`src/rtl/replay_pkg.sv`:
```
// Shared types and constants for the replay link scheduler.
// Contents: FSM state encoding, sequence/source-id widths, header builder.
// Imported by replay_link_scheduler.
package replay_pkg;

  localparam int SEQ_W    = 7;
  localparam int SRC_ID_W = 1;
  localparam logic [SEQ_W-1:0] SEQ_MAX = 7'h7F;

  typedef enum logic [1:0] {
    ST_IDLE    = 2'd0,
    ST_HDR     = 2'd1,
    ST_PAYLOAD = 2'd2,
    ST_DONE    = 2'd3
  } state_t;

  // Header byte sent ahead of every frame: {source id, sequence number}.
  function automatic logic [7:0] make_hdr(input logic [SRC_ID_W-1:0] id,
                                          input logic [SEQ_W-1:0]    seq);
    return {id, seq};
  endfunction

endpackage

```
`src/rtl/replay_link_scheduler_rr_arbiter2.sv`:
```
// Two-way round-robin pick between frame requesters.
// Latency: combinational; the round-robin pointer lives in the parent.
// Backpressure: none; the parent only samples the result while idle.
// Ports: eligible[1:0] in, last_winner in (source id of previous owner),
//        winner[1:0] out (one-hot), any out (at least one eligible).
module rr_arbiter2 (
  input  logic [1:0] eligible,
  input  logic       last_winner,
  output logic [1:0] winner,
  output logic       any
);

  // On contention the source that did not win last time goes next;
  // a lone eligible source always wins regardless of the pointer.
  always_comb begin
    winner[0] = eligible[0] & (~eligible[1] |  last_winner);
    winner[1] = eligible[1] & (~eligible[0] | ~last_winner);
  end

  assign any = |eligible;

endmodule

```
`src/rtl/replay_link_scheduler.sv`:
```
// Frame scheduler for two byte sources sharing one replay-protected link.
// Latency: grant 1 cycle after request; header then FRAME_LEN payload bytes.
// Backpressure: link_ready stalls header and payload; src_ready mirrors it.
// Ports: clk, reset (sync, active-high), enable, req[1:0], srcN_data/valid,
//        grant[1:0], src_ready[1:0], link_data/valid/ready, frame_end,
//        seq_lock[1:0], frame_abort.
// Build option REPLAY_TIMEOUT_EN: abort a frame after TIMEOUT_CYC cycles of
// source silence in PAYLOAD; otherwise PAYLOAD waits forever.
module replay_link_scheduler
  import replay_pkg::*;
#(
  parameter int FRAME_LEN = 4
`ifdef REPLAY_TIMEOUT_EN
  , parameter int TIMEOUT_CYC = 16
`endif
) (
  input  logic       clk,
  input  logic       reset,
  input  logic       enable,
  input  logic [1:0] req,
  input  logic [7:0] src0_data,
  input  logic       src0_valid,
  input  logic [7:0] src1_data,
  input  logic       src1_valid,
  output logic [1:0] grant,
  output logic [1:0] src_ready,
  output logic [7:0] link_data,
  output logic       link_valid,
  input  logic       link_ready,
  output logic       frame_end,
  output logic [1:0] seq_lock,
  output logic       frame_abort
);

  localparam logic [7:0] LAST_IDX = 8'(FRAME_LEN - 1);

  state_t           state;
  logic [SEQ_W-1:0] seq0, seq1;
  logic             last_winner;
  logic [7:0]       cnt;

  logic [1:0]       win;
  logic             win_any;
  logic             cur_id;
  logic             cur_valid;
  logic [7:0]       cur_data;
  logic [SEQ_W-1:0] cur_seq;
  logic             pay_hs;
  logic             timeout_hit;

  rr_arbiter2 u_arb (
    .eligible    (req & ~seq_lock),
    .last_winner (last_winner),
    .winner      (win),
    .any         (win_any)
  );

  assign cur_id    = grant[1];
  assign cur_valid = cur_id ? src1_valid : src0_valid;
  assign cur_data  = cur_id ? src1_data  : src0_data;
  assign cur_seq   = cur_id ? seq1       : seq0;
  assign pay_hs    = (state == ST_PAYLOAD) && cur_valid && link_ready;

  // Link side is driven combinationally from registered state so the header
  // stays stable under backpressure and payload bytes cut straight through.
  always_comb begin
    link_valid = 1'b0;
    link_data  = 8'h00;
    src_ready  = 2'b00;
    frame_end  = 1'b0;
    case (state)
      ST_HDR: begin
        link_valid = 1'b1;
        link_data  = make_hdr(cur_id, cur_seq);
      end
      ST_PAYLOAD: begin
        link_valid = cur_valid;
        link_data  = cur_data;
        src_ready  = grant & {2{link_ready}};
        frame_end  = pay_hs && (cnt == LAST_IDX);
      end
      default: ;
    endcase
  end

`ifdef REPLAY_TIMEOUT_EN
  localparam int STALL_W = $clog2(TIMEOUT_CYC + 1);
  logic [STALL_W-1:0] stall_cnt;

  // Only cycles where the source itself is silent count as a stall; a link
  // backpressure cycle with valid data holds the count.
  assign timeout_hit = (state == ST_PAYLOAD) && !cur_valid &&
                       (stall_cnt == STALL_W'(TIMEOUT_CYC - 1));

  always_ff @(posedge clk) begin
    if (reset || state != ST_PAYLOAD || pay_hs) begin
      stall_cnt <= '0;
    end else if (!cur_valid) begin
      stall_cnt <= stall_cnt + 1'b1;
    end
  end
`else
  assign timeout_hit = 1'b0;
`endif

  assign frame_abort = timeout_hit;

  always_ff @(posedge clk) begin
    if (reset) begin
      state       <= ST_IDLE;
      grant       <= 2'b00;
      seq0        <= '0;
      seq1        <= '0;
      last_winner <= 1'b1;
      cnt         <= 8'h00;
      seq_lock    <= 2'b00;
    end else begin
      case (state)
        ST_IDLE: begin
          if (enable && win_any) begin
            grant <= win;
            state <= ST_HDR;
          end
        end
        ST_HDR: begin
          if (link_ready) begin
            cnt   <= 8'h00;
            state <= ST_PAYLOAD;
          end
        end
        ST_PAYLOAD: begin
          if (pay_hs) begin
            cnt <= cnt + 8'h01;
            if (cnt == LAST_IDX) state <= ST_DONE;
          end else if (timeout_hit) begin
            state <= ST_DONE;
          end
        end
        ST_DONE: begin
          // The last sequence number locks the source instead of wrapping,
          // so a number is never reused before reset.
          if (cur_id) begin
            if (seq1 == SEQ_MAX) seq_lock[1] <= 1'b1;
            else                 seq1 <= seq1 + 1'b1;
          end else begin
            if (seq0 == SEQ_MAX) seq_lock[0] <= 1'b1;
            else                 seq0 <= seq0 + 1'b1;
          end
          last_winner <= cur_id;
          grant       <= 2'b00;
          state       <= ST_IDLE;
        end
        default: state <= ST_IDLE;
      endcase
    end
  end

endmodule
```
`config.mk`:
```
export PLATFORM = sky130hd
export DESIGN_NAME = replay_link_scheduler
export DESIGN_NICKNAME = d
export VERILOG_FILES = /design/src/rtl/replay_pkg.sv /design/src/rtl/replay_link_scheduler_rr_arbiter2.sv /design/src/rtl/replay_link_scheduler.sv
export SDC_FILE = /design/constraint.sdc
export NUM_CORES = 1
export LEC_CHECK = 0
export ABC_CLOCK_PERIOD_IN_PS = 4300
export CAP_MARGIN = 20
export CORE_MARGIN = 5
export CORE_UTILIZATION = 54
export DETAILED_ROUTE_END_ITERATION = 8
export GPL_ROUTABILITY_DRIVEN = 0
export PLACE_DENSITY = 0.95
export RECOVER_POWER = 25
export SYNTH_ARGS = -nofsm -noshare
export SYNTH_HDL_FRONTEND = slang
export SYNTH_SLANG_ARGS = --single-unit
export TNS_END_PERCENT = 10
```
`constraint.sdc`:
```
create_clock -name clk -period 4.3 [get_ports clk]
set_clock_uncertainty 0.15 [all_clocks]
set_input_delay 1.29 -clock clk [delete_from_list [all_inputs] [get_ports clk]]
set_output_delay 1.29 -clock clk [all_outputs]
set_load 0.02 [all_outputs]
```
==> results.py, run 1 <==
metrics = {
    "pwr": {
        "p_sw_mw": 0.2788,
        "power_density_nw_per_um2": 345.4,
        "p_seq_frac": 0.376,
        "ir_drop_uv": 269.7,
        "swShare": 0.3500,
        "p_leak_nw": 0.8850,
        "p_comb_frac": 0.331,
        "p_clk_frac": 0.293,
        "p_int_mw": 0.5177,
    },
    "timing": {
        "fin_ws_ns": 0.08531,
        "hold_viol_final": 0,
        "setup_tns_ns": 0,
        "grt_setup_unrepaired": "no",
        "post-route-period-util": 0.9802,
        "timing.fmax_ghz": 0.2373,
        "slew_headroom": 0.3823,
        "setup_viol": 0,
        "holdWs_ns": 0.3578,
        "finalCriticalPeriod_ns": 4.215,
        "slew_viol_final": 0,
        "tightestPinTransition_ns": 0.9235,
    },
    "route": {
        "drt-initial-drc-count": 154,
        "vias": 1740,
        "drtPass1Iterations": 5,
        "final_antenna_net_count": 0,
        "drc": 0,
        "avgRoutedWirePerCell_um": 15.45,
        "routed_wl_mm": 4.681,
        "vias_per_cell": 5.743,
    },
    "clocking": {
        "cts_tree": "done",
        "cts_root_buf": "clkbuf_4",
        "htree_levels": 2,
        "insertion_delay_ns": 0.34,
        "clock_path_buffers": 2,
        "cts.reportedPaths.clkPinSlew_ns": 0.11,
        "cts_buffers": 5,
        "ctsHoldBuffers": 0,
        "cts.sinks": 29,
    },
    "synthesis": {
        "synthFlopType": "dfxtp_1",
        "ys_ff_latch": 29,
        "synth_edf_count": 0,
        "syn-cell-area_um2": 1772,
        "yosysWarnings": 0,
        "synth_fp_nets": 248,
        "synth-async-reset-ratio": 0,
        "synth_cell_types": 41,
        "avgSynthCellArea_um2": 8.202,
        "ys_seq_area_frac": 0.3277,
        "synthCells": 216,
    },
    "global_route": {
        "grt_usage": 0.2263,
        "grt_pass1_vias": 1668,
        "antenna_found_initial": 0,
        "grt_first_pass_wirelength_mm": 7.679,
        "grt_overflow": 0,
        "grt_max_degree": 27,
    },
    "worst_hold_path": {
        "hold_path.startpoint": "cnt[7]",
        "hold_class": "register to register",
        "hold_end": "cnt[7]",
        "min_path_cells": 2,
    },
    "floorplan": {
        "io_pins": 41,
        "rows": 20,
        "die_h_um": 67.28,
        "start_util": 0.5710,
        "core_area_um2": 3103,
        "dieArea_um2": 4527,
        "dieWidth_um": 67.28,
    },
    "critical_path": {
        "cp-end-kind": "primary output",
        "worst_r2r_path_depth": 5,
        "cp.buffers_inverters": 3,
        "critPathSlowestCell": "or4_1",
        "slowest_delay_ns": 0.58,
        "path_max_fanout": 2,
        "path_cells": "clkdlybuf4s50_1, mux2i_1, or4_1, inv_1, clkdlybuf4s15_1",
        "worstPathArrival_ns": 2.77,
        "r2r-start": "cnt[0]",
        "cp.required_ns": 2.86,
        "reg2reg_to": "state[0]",
        "path_class": "input pin to primary output",
        "startpoint_type": "input pin",
        "critical-path-top-delay-family": "buffers and inverters",
        "r2r_slack_ns": 1.71,
    },
    "job": {
        "max-cap-violations": 0,
    },
    "placed_design": {
        "place_ws_ns": -0.2181,
        "placed_area_um2": 2217,
        "portBuffers": 39,
        "hpwl_mm": 3.418,
    },
    "outcome": {
        "status": "finished clean",
    },
    "cells_and_area": {
        "n_antenna_cell": 0,
        "area_growth_pct": 30.16,
        "final_area_um2": 2306,
        "drive_above_1_share": 0.08494,
        "nets": 290,
    },
}
stage by stage:
step                      total power [mW]  instances  utilization
after global routing                0.8425        303       0.7431
final                               0.7965        303       0.7431
after CTS                           0.8012        303       0.7411
after floorplan                     0.4673        216            -
after detailed placement            0.5693        295       0.7145
after global placement              0.5596        295       0.7145
metal layers:
| layer | part of all wire | GRT usage | vias to the layer above |
|---|---|---|---|
| met5 | 0 | 0 | - |
| met4 | 0.017 | 0.09114 | 0 |
| met3 | 0.056 | 0.05990 | 11 |
| met2 | 0.52 | 0.3988 | 57 |
| met1 | 0.41 | 0.2576 | 824 |
| li1 | - | - | 848 |
Yosys cell counts, drive strengths merged (2+ instances only):
| library cell | count | share of area |
|---|---|---|
| and3 | 6 | 0.022 |
| nor2b | 3 | 0.011 |
| xnor2 | 5 | 0.025 |
| a31oi | 2 | 0.0071 |
| o21ai | 16 | 0.045 |
| inv | 9 | 0.019 |
| or3 | 7 | 0.025 |
| mux2 | 7 | 0.044 |
| o211ai | 4 | 0.017 |
| nor2 | 21 | 0.044 |
| ha | 8 | 0.056 |
| or4b | 2 | 0.011 |
| clkbuf | 6 | 0.013 |
| a21oi | 13 | 0.037 |
| a311oi | 2 | 0.0099 |
| dfxtp | 29 | 0.33 |
| xor2 | 4 | 0.020 |
| buf | 3 | 0.0085 |
| nand2b | 5 | 0.018 |
| and2 | 9 | 0.032 |
| nand3 | 10 | 0.028 |
| or4 | 2 | 0.0085 |
| nand4 | 2 | 0.0071 |
| mux2i | 13 | 0.073 |
| nand2 | 15 | 0.032 |
registers in the layout, summed over array words and instances (netlist names):
register and flops:
cnt 8, grant 2, last_winner 1, seq0 7, seq1 7, seq_lock 2
state 2
repair_timing:
action / CTS / global route
resized for setup: 1 / 3
endpoints found under the setup margin: 1 / 3
gates cloned: 0 / 0
pin swaps: 0 / 0
buffers inserted: 0 / 0
power by group through the flow:
| stage | clock, mW | combinational, mW | sequential (mW) |
|---|---|---|---|
| global placement | 0 | 0.254 | 0.305 |
| global route | 0.251 | 0.290 | 0.302 |
| CTS | 0.236 | 0.266 | 0.299 |
| floorplan | 0 | 0.165 | 0.302 |
| finish | 0.233 | 0.264 | 0.300 |
| detailed placement | 0 | 0.264 | 0.306 |
worst max-delay path by stage:
stage / slack (ns) / endpoint / cells after the start / start
2_1_floorplan: 0.78 / frame_end / 3 / src1_valid
3_3_place_gp: -0.19 / frame_end / 5 / src1_valid
3_5_place_dp: -0.22 / frame_end / 5 / src0_valid
4_1_cts: 0.04 / link_valid / 6 / src0_valid
5_1_grt: 0.02 / frame_end / 5 / src0_valid
6_report: 0.09 / frame_end / 5 / src0_valid
cell type report:
| cell class | instances | area (µm²) |
|---|---|---|
| clock inverter | 3 | 46.29 |
| clock buffer | 5 | 37.54 |
| sequential | 29 | 580.6 |
| tap | 44 | 55.05 |
| fill | 231 | 797.0 |
| multi-input combinational | 169 | 1120 |
| inverter | 9 | 33.78 |
| timing repair buffer | 44 | 432.9 |
placed cells by master (no fill, tap or decap), types with 5 or more instances in the layout:
master           instances
nand2_1                 15
mux2i_1                 13
clkbuf_4                 5
and2_1                   9
o21ai_0                 15
xnor2_1                  5
nor2_1                  21
buf_4                    5
or3_1                    7
and3_1                   5
clkdlybuf4s50_1         35
dfxtp_1                 29
inv_1                    9
a21oi_1                 13
nand2b_1                 5
mux2_2                   7
ha_1                     8
nand3_1                 10
kinds of logic (layout without fill, tap and decap cells):
| logic type | count (synthesis) | in the layout | synth area share |
|---|---|---|---|
| flops | 29 | 29 | 0.3277 |
| other cells | 1 | 1 | 0.002117 |
| xor+xnor | 9 | 9 | 0.04449 |
| fa+ha+maj | 8 | 8 | 0.05650 |
| mux | 20 | 20 | 0.1179 |
| buf+inv | 18 | 61 | 0.04026 |
| simple gates | 84 | 84 | 0.2479 |
| compound gates | 47 | 47 | 0.1631 |
worst reg2reg max path, cell delays in order (launching register included):
cell      delay, ns
dfxtp_1        0.41
ha_1           0.24
or4b_1         0.47
or4_1          0.51
a222oi_1       0.48
mux2i_1        0.25
Power figures use the tool's default switching activity.
==> inputs of run 2 (changes only) <==
Settings changed: CTS_CLUSTER_SIZE set to 8.
==> results of run 2 <==
Final layout, timing and power as in run 1 (identical DEF).
